**config.mk**
```make
export PLATFORM = sky130hd
export DESIGN_NAME = ps2_kbd
export DESIGN_NICKNAME = d
export VERILOG_FILES = /design/src/rtl/ps2_kbd.sv
export SDC_FILE = /design/constraint.sdc
export NUM_CORES = 1
export LEC_CHECK = 0
export CAP_MARGIN = 30
export CORE_MARGIN = 3
export CORE_UTILIZATION = 45
export DETAILED_ROUTE_END_ITERATION = 10
export PLACE_DENSITY = 0.68
export SYNTH_ARGS = -nofsm -noshare
export SYNTH_HDL_FRONTEND = slang
export SYNTH_SLANG_ARGS = --single-unit
```
**constraint.sdc**
```tcl
create_clock -name clk -period 3.5 [get_ports clk]
set_clock_uncertainty 0.1 [all_clocks]
set_input_delay 1.05 -clock clk [delete_from_list [all_inputs] [get_ports clk]]
set_output_delay 1.05 -clock clk [all_outputs]
set_load 0.02 [all_outputs]
```
**src/rtl/ps2_kbd.sv**
```systemverilog
// PS/2 keyboard receiver with scancode FIFO and DATA/STATUS bus slave registers.
// Optional frame-stall timeout is enabled by defining PS2_TIMEOUT_EN.
`ifndef XLEN
`define XLEN 32
`endif
`ifndef SLAVE_WIDTH
`define SLAVE_WIDTH 20
`endif

// state    | meaning
// S_IDLE   | waiting for a start bit (data = 0 on a falling ps2_clk)
// S_DATA   | shifting in 8 data bits, LSB first
// S_PARITY | sampling the odd-parity bit
// S_STOP   | sampling the stop bit; push or flag an error
module ps2_kbd #(
  parameter int FIFO_DEPTH     = 8,
  parameter int SYNC_STAGES    = 2,
  parameter int TIMEOUT_CYCLES = 5000
) (
  input  logic                            clk,
  input  logic                            rst,
  input  logic                            ps2_clk,
  input  logic                            ps2_data,
  input  logic                            bus_req,
  input  logic                            bus_wen,
  input  logic [2:0]                      bus_mode,
  input  logic [`XLEN-`SLAVE_WIDTH-1:0]   bus_addr,
  input  logic [`XLEN-1:0]                bus_dat_i,
  output logic [`XLEN-1:0]                bus_dat_o,
  output logic                            bus_ready
);

  localparam int AW  = $clog2(FIFO_DEPTH);
  localparam int BAW = `XLEN - `SLAVE_WIDTH;

  typedef enum logic [1:0] {S_IDLE, S_DATA, S_PARITY, S_STOP} state_t;

  logic [SYNC_STAGES-1:0] clk_sync, data_sync;
  logic                   clk_prev, clk_s, bit_s, fall;

  state_t     state, state_nxt;
  logic [7:0] shreg, shreg_nxt;
  logic [2:0] bitcnt, bitcnt_nxt;
  logic       par_ok, par_ok_nxt;
  logic       push, perr_set, tout_set;

  logic [7:0] mem [FIFO_DEPTH];
  logic [AW:0] wptr, rptr, count;
  logic        full, empty, pop, push_ok, ovf_set;
  logic        ovf, perr, tout;
  logic [7:0]  head, cnt8;

  logic            acc, w1c;
  logic [`XLEN-1:0] status, rd_data;
  logic            unused_bits;

  // synchronisers idle high so reset never fakes a falling edge
  always_ff @(posedge clk) begin
    if (!rst) begin
      clk_sync  <= '1;
      data_sync <= '1;
      clk_prev  <= 1'b1;
    end else begin
      clk_sync  <= {clk_sync[SYNC_STAGES-2:0], ps2_clk};
      data_sync <= {data_sync[SYNC_STAGES-2:0], ps2_data};
      clk_prev  <= clk_s;
    end
  end

  assign clk_s = clk_sync[SYNC_STAGES-1];
  assign bit_s = data_sync[SYNC_STAGES-1];
  assign fall  = clk_prev & ~clk_s;

`ifdef PS2_TIMEOUT_EN
  logic [15:0] tcnt;
  logic        timeout;

  always_ff @(posedge clk) begin
    if (!rst || fall || state == S_IDLE) tcnt <= '0;
    else                                 tcnt <= tcnt + 16'd1;
  end

  assign timeout = (state != S_IDLE) && (tcnt >= 16'(TIMEOUT_CYCLES));
`endif

  always_ff @(posedge clk) begin
    if (!rst) begin
      state  <= S_IDLE;
      shreg  <= '0;
      bitcnt <= '0;
      par_ok <= 1'b0;
    end else begin
      state  <= state_nxt;
      shreg  <= shreg_nxt;
      bitcnt <= bitcnt_nxt;
      par_ok <= par_ok_nxt;
    end
  end

  always_comb begin
    state_nxt  = state;
    shreg_nxt  = shreg;
    bitcnt_nxt = bitcnt;
    par_ok_nxt = par_ok;
    push       = 1'b0;
    perr_set   = 1'b0;
    tout_set   = 1'b0;
    if (fall) begin
      case (state)
        S_IDLE: begin
          if (!bit_s) begin
            state_nxt  = S_DATA;
            bitcnt_nxt = '0;
          end
        end
        S_DATA: begin
          shreg_nxt  = {bit_s, shreg[7:1]};
          bitcnt_nxt = bitcnt + 3'd1;
          if (bitcnt == 3'd7) state_nxt = S_PARITY;
        end
        S_PARITY: begin
          par_ok_nxt = (^shreg) ^ bit_s;
          state_nxt  = S_STOP;
        end
        default: begin
          state_nxt = S_IDLE;
          if (bit_s && par_ok) push = 1'b1;
          else                 perr_set = 1'b1;
        end
      endcase
    end
`ifdef PS2_TIMEOUT_EN
    else if (timeout) begin
      state_nxt = S_IDLE;
      tout_set  = 1'b1;
    end
`endif
  end

  assign count   = wptr - rptr;
  assign empty   = (wptr == rptr);
  assign full    = (count == (AW+1)'(FIFO_DEPTH));
  assign cnt8    = 8'(count);
  assign head    = mem[rptr[AW-1:0]];

  // a new request is accepted only while no response is in flight
  assign acc     = bus_req & ~bus_ready;
  assign pop     = acc & ~bus_wen & ~bus_addr[2] & ~empty;
  assign w1c     = acc & bus_wen & bus_addr[2];
  assign push_ok = push & (~full | pop);
  assign ovf_set = push & full & ~pop;

  always_ff @(posedge clk) begin
    if (push_ok) mem[wptr[AW-1:0]] <= shreg;
  end

  always_ff @(posedge clk) begin
    if (!rst) begin
      wptr <= '0;
      rptr <= '0;
      ovf  <= 1'b0;
      perr <= 1'b0;
    end else begin
      if (push_ok) wptr <= wptr + 1'b1;
      if (pop)     rptr <= rptr + 1'b1;
      ovf  <= ovf_set  | (ovf  & ~(w1c & bus_dat_i[2]));
      perr <= perr_set | (perr & ~(w1c & bus_dat_i[3]));
    end
  end

`ifdef PS2_TIMEOUT_EN
  always_ff @(posedge clk) begin
    if (!rst) tout <= 1'b0;
    else      tout <= tout_set | (tout & ~(w1c & bus_dat_i[4]));
  end
`else
  assign tout = 1'b0;
`endif

  assign status = `XLEN'({cnt8, 3'b000, tout, perr, ovf, full, ~empty});

  always_comb begin
    rd_data = '0;
    if (!bus_wen) begin
      if (bus_addr[2])  rd_data = status;
      else if (!empty)  rd_data = `XLEN'(head);
    end
  end

  always_ff @(posedge clk) begin
    if (!rst) begin
      bus_ready <= 1'b0;
      bus_dat_o <= '0;
    end else begin
      bus_ready <= acc;
      bus_dat_o <= acc ? rd_data : '0;
    end
  end

  assign unused_bits = ^{bus_mode, bus_dat_i[`XLEN-1:5], bus_dat_i[1:0],
                         bus_addr[BAW-1:3], bus_addr[1:0], tout_set};

endmodule

```
# Yosys cells after proc, flatten, opt, wreduce, memory -nomap -nowiden

Memory sizes are Yosys's and may differ from the RTL's. A register that Yosys moved wholly into a read port is not among the register bits.
Cells that the tools add are included.

Flip-flop bits (word level): 62
Memory bits (writable): 64
Output and inout bits: 33
Memories: 1

Memory list:

| name | depth | bits a word | read ports | clocked after memory_dff | write ports | line | source |
|---|---|---|---|---|---|---|---|
| mem  | 8     | 8           | 1          | 1                        | 1           | 47   | `logic [7:0] mem [FIFO_DEPTH];` |

Add/sub/neg operators: 4
Equal/unequal tests: 7
Mux-type cells: 17
Bitwise logic cells: 29
Reduce and logical (&&, ||, !) cells: 12

Operators with widths:

| operator              | count |
|---|---|
| $and A1 B1 Y1         | 14 |
| $mux W12              | 1 |
| $not A1 Y1            | 11 |
| $mux W3               | 3 |
| $add A4 B1 Y4 const B | 2 |
| $mux W1               | 8 |
| $mux W8               | 1 |
| $reduce_xor A8 Y1     | 1 |
| $pmux W2 S3           | 1 |
| $pmux W3 S2           | 1 |
| $reduce_and A3 Y1     | 2 |
| $reduce_or A3 Y1      | 2 |
| $reduce_or A5 Y1      | 1 |
| $eq A4 B4 Y1          | 1 |
| $eq A4 B4 Y1 const B  | 1 |
| $mux W2               | 2 |
| $ne A2 B2 Y1 const B  | 2 |
| $reduce_and A2 Y1     | 2 |
| $reduce_or A4 Y1      | 1 |
| $sub A4 B4 Y4         | 1 |
| $add A3 B1 Y3 const B | 1 |
| $eq A3 B3 Y1 const B  | 1 |
| $or A1 B1 Y1          | 3 |
| $eq A2 B1 Y1 const B  | 1 |
| 5 further kinds       | 5 |

# Longest topological paths before layout

Depth in word-level cells: 9
Depth in mapped cells: 9

# Worst setup path after synthesis

No wires, ideal clock.

Kind: in2reg
From: input bus_addr[2]
To: memory mem[1][0] (enable)
Library setup time: 0.366 ns
Arrival time: 2.173 ns
Required time: 3.034 ns
Slack: 0.862 ns
Stages: 4
Path buffers: 0
Cell sequence: nor4b_2 o21ai_2 a21boi_4 nor4b_4

Cells in the longest elaborated chain, start to end: 7

RTL lines:

| element                       | line | source |
|---|---|---|
| from (decl)                   | 27   | `` input logic [`XLEN-`SLAVE_WIDTH-1:0] bus_addr, `` |
| $not A1 Y1                    | 148  | `assign pop = acc & ~bus_wen & ~bus_addr[2] & ~empty;` |
| $and A1 B1 Y1 (2 in series)   | 148  |  |
| $or A1 B1 Y1                  | 150  | `assign push_ok = push & (~full \| pop);` |
| $and A1 B1 Y1                 | 150  |  |
| $mux W1                       | 154  | `if (push_ok) mem[wptr[AW-1:0]] <= shreg;` |
| $mux W1 (not written as such) | 154  |  |
| to (decl)                     | 47   |  |

Every way passes these cells.

# Final worst setup path

From: register wptr[0]
To: memory mem[6][1] (enable)

Cells in the longest elaborated chain, start to end: 7
Elaborated cells between the ends (all ways): 10
Classes of those cells: add/sub (1); eq/ne (2); mux (2); bitwise (5)

RTL lines:

| element                                              | line     | source |
|---|---|---|
| from (decl)                                          | 48       | `logic [AW:0] wptr, rptr, count;` |
| from (signal assigned)                               | 164      | `if (push_ok) wptr <= wptr + 1'b1;` |
| $sub A4 B4 Y4 / $eq A4 B4 Y1 (equally long branches) | 140, 141 |  |
| $eq A4 B4 Y1 / $not A1 Y1 (equally long branches)    | 142, 148 |  |
| $not A1 Y1 / $and A1 B1 Y1 (equally long branches)   | 150, 148 |  |
| $or A1 B1 Y1                                         | 150      |  |
| $and A1 B1 Y1                                        | 150      |  |
| $mux W1                                              | 154      |  |
| $mux W1 (not written as such)                        | 154      |  |

Parallel ways exist; a longest one is shown, timed or not.

==> summary.md <==
| Metric | Value |
|---|---|
| MaxCap Viol Count | `0` |
| Hold Crit Class | `flip-flop to flip-flop` |
| ANT nets after route | `0` |
| Synthesized instance count | `315` |
| Global-route wire length before repair | `12600 um` |
| Type of origin of the critical path | `flip-flop` |
| # setup viols final | `0` |
| Max clock buf depth | `2` |
| Post-CTS Setup Repair Bufs | `0` |
| HPWL Detailed | `5070 um` |
| H-tree levels | `3` |
| I/O pin cnt | `86` |
| Synth warn | `0` |
| Post-cts hold buffer count | `0` |
| Number of global-route vias before repair | `2383` |
| Hold_sp | `clk_sync[0]$_SDFF_PN1_` |
| Number of library cell types mapped by synthesis | `48` |
| CTS Buf Count | `9` |
| Post-synth EDFFs | `64` |
| Outcome | `finished, final reports clean` |
| Fmax | `346 MHz` |
| CTS tree | `yes` |
| Sequential fraction of the synthesis area | `61.4%` |
| Largest net degree at the start of global routing | `35` |
| Worst r2r src | `wptr[0]$_SDFFE_PN0P_` |
| Worst path max stage delay | `0.53 ns` |
| Worst r2r dst | `mem[6][1]$_DFFE_PP_` |
| Largest area contributor in the netlist | `edfxtp_1` |
| Critical path peak fanout | `10` |
| Crit path time final | `roughly 2.9 ns` |
| Total number of vias | `about 2400` |
| Final WS setup | `just over 0.6 ns` |
| Final-layout fill cell count | `842` |
| Die area | `roughly 11000 um2` |
| Relative slew slack | `46.7%` |
| Synth area leaders | `edfxtp_1, dfxtp_1, mux4_2` |
| Clock latency on the worst-skew pair | `0.35 ns` |
| WL final | `7360 um` |
| P&R area growth vs syn | `10.1%` |
| Diodes inserted | `0` |
| Pre-CTS WS | `0.234 ns` |
| Initial core utilization | `46.6%` |
| Top_reg_cell synth | `edfxtp_1` |
| Hold EP | `clk_sync[1]$_SDFF_PN1_` |
| Storage element area | `roughly 2800 um2` |
| Worst path most repeated cell | `inv_1` |
| Final Hold Viols | `0` |
| Hold depth | `1` |
| Slowest stage cell, crit path | `and4_1` |
| Worst-margin pin slew | `0.798 ns` |
| Post-cts sizing count | `0` |
| Max Slew Vio Count | `0` |
| IO Port Bufs | `21` |
| Grt total ovfl | `0` |
| Core area | `roughly 9900 um2` |
| Syn avg cell area | `14.6 um2` |
| RSZ-0062 raised after global routing | `false` |
| DRT Pass-1 Iters | `4` |
| Site Rows | `36` |
| Share of the synthesized area in the top cell type | `41.8%` |
| Nets | `roughly 400` |
| Clock Tree Root | `clkbuf_8` |
| Drc violations | `0` |
| Sequence of cells on the critical path | `inv_1 > ha_1 > inv_1 > fa_1 > xnor2_1 > nand3b_1 > nor3_4 > a21boi_4 > and4_1` |
| Share of cells above drive strength 1 | `13.3%` |
| R2R Setup Slk | `0.61 ns` |
| Routed WL per cell | `15.3 um` |
| Critical path class | `flip-flop to flip-flop` |
| Die width | `between 100 and 150 um` |
| Clock sinks | `109` |
| Worst R2R Path Depth | `9` |
| Total negative slack | `0 ns` |
| Worst path required time | `3.40 ns` |
| LEAKAGE | `0.00175 uW` |
| Total power | `2060 uW` |
| DRT iter0 DRCs | `116` |
| Crit path capture type | `flip-flop` |
| Die Ht | `107 um` |
| Worst Path Arrival | `2.79 ns` |
| Clock transition at the registers of the reported paths | `0.10 ns` |
| P per Cell Area | `roughly 410 nW/um2` |
| Ys async rst share | `0%` |
| Worst vdd ir | `170 uV` |
| Initial antenna violation count | `0` |
| Cell Area, Synth | `4600 um2` |
| Synthesis-stage register bit count | `roughly 110` |
| Period utilization | `82.6%` |
| Area of the multi-input gates | `1610 um2` |
| Gr usage total | `14.4%` |
| Vias per Instance | `5.05` |
| Routability Congestion | `0.753` |
| Hold slack | `around 0.32 ns` |
[where the power goes]
part	switching (uW)	leakage [uW]	internal (uW)	total, uW
combinational	34.8	0.000715	19.2	54.0
sequential	2.29	0.000956	1340	1350
clock	394	0.0000738	262	657
total	432	0.00175	1620	2060
[kinds of logic (layout without fill, tap and decap cells)]
kind of cell	count (synthesis)	count (layout)	share of synthesized area, %
multiplexers	36	36	12.2
XOR/XNOR	11	11	2.56
AND/OR/NAND/NOR	83	83	11.2
adder cells (fa/ha/maj)	12	12	3.43
flip-flops	109	109	61.4
buffers and inverters	40	53	5.06
other	1	20	0.0816
AO/OA/AOI/OAI	23	23	4.08
[Yosys cell counts, drive strengths merged, types with 3 or more instances]
master	instances
edfxtp	64
dfxtp	45
buf	25
mux2i	20
nand2	17
mux4	16
nor2b	16
nor2	12
ha	11
inv	9
xnor2	8
a21boi	7
nand2b	7
clkbuf	6
a21oi	4
a32oi	4
and2	4
nand3	4
o21ai	4
and3	3
and4	3
nand3b	3
nand4	3
o2bb2ai	3
[how the worst max path moves through the flow]
stage                           to  slack, ns                 start  depth (start not counted)
2_1_floorplan  mem[1][0]$_DFFE_PP_       0.86           bus_addr[2]                          4
6_report       mem[6][1]$_DFFE_PP_       0.61  wptr[0]$_SDFFE_PN0P_                          9
3_3_place_gp   mem[6][4]$_DFFE_PP_       0.26               bus_wen                          5
4_1_cts        mem[6][1]$_DFFE_PP_       0.58  wptr[0]$_SDFFE_PN0P_                          9
3_5_place_dp   mem[6][4]$_DFFE_PP_       0.23               bus_wen                          5
5_1_grt        mem[3][3]$_DFFE_PP_       0.38  wptr[0]$_SDFFE_PN0P_                          9
[per-stage QoR]
| stage | utilization [%] | instances | cell area, um2 |
|---|---|---|---|
| 2_1_floorplan | - | 334 | 4670 |
| 3_3_place_gp | 49.6 | 464 | 4900 |
| 3_5_place_dp | 49.6 | 464 | 4900 |
| 4_1_cts | 51.3 | 480 | 5060 |
| 5_1_grt | 51.3 | 480 | 5060 |
| 6_report | 51.3 | 480 | 5060 |
[registers in the layout, indices dropped and copies added (netlist names), named ones only]
name	cells
clk_prev	1
shreg	8
perr	1
mem	64
ovf	1
data_sync	2
bus_ready	1
rptr	4
wptr	4
par_ok	1
clk_sync	2
bus_dat_o	12
state	2
bitcnt	3
[final cells by class]
cell class	count	area share, %
Multi-Input combinational cell	185	31.8
Inverter	9	0.668
Clock buffer	13	2.74
Timing Repair Buffer	28	5.19
Tap cell	133	3.29
Clock inverter	3	0.470
Sequential cell	109	55.8
[routing by layer]
layer	track usage, %	vias to the layer above	part of all wire, %
li1	-	1166	-
met1	19.4	1192	47
met5	0	-	0
met3	2.71	6	4.7
met4	5.48	0	1.3
met2	23.1	61	47
[critical path, delay by kind of cell, from the launching register on]
family,cells,cell delay [ns]
AOI/OAI and AO/OA,1,0.29
and+or+nand+nor,3,0.75
xor gates and xnor gates,1,0.17
adders and majority gates,2,0.58
DFF,1,0.40
buffers and inverters,2,0.26
[placed cells by master, fill, tap and decap left out, types with 3 or more instances in the layout]
master | netlist | final
edfxtp_1 | 64 | 64
o2bb2ai_1 | 3 | 3
dfxtp_1 | 45 | 45
buf_4 | 21 | 7
nand3b_1 | 3 | 3
xnor2_1 | 8 | 8
a32oi_1 | 4 | 4
a21oi_1 | 4 | 4
clkdlybuf4s50_1 | 0 | 21
inv_1 | 9 | 9
nand2_1 | 17 | 17
nand4_1 | 3 | 3
clkbuf_8 | 0 | 9
nor2b_1 | 16 | 16
nor2_1 | 12 | 12
and2_1 | 4 | 4
ha_1 | 11 | 11
clkbuf_1 | 6 | 4
a21boi_1 | 3 | 3
conb_1 | 1 | 20
nand2b_1 | 7 | 7
nand3_1 | 4 | 4
mux2i_1 | 20 | 20
mux4_2 | 16 | 16
Power figures use the tool's default switching activity.
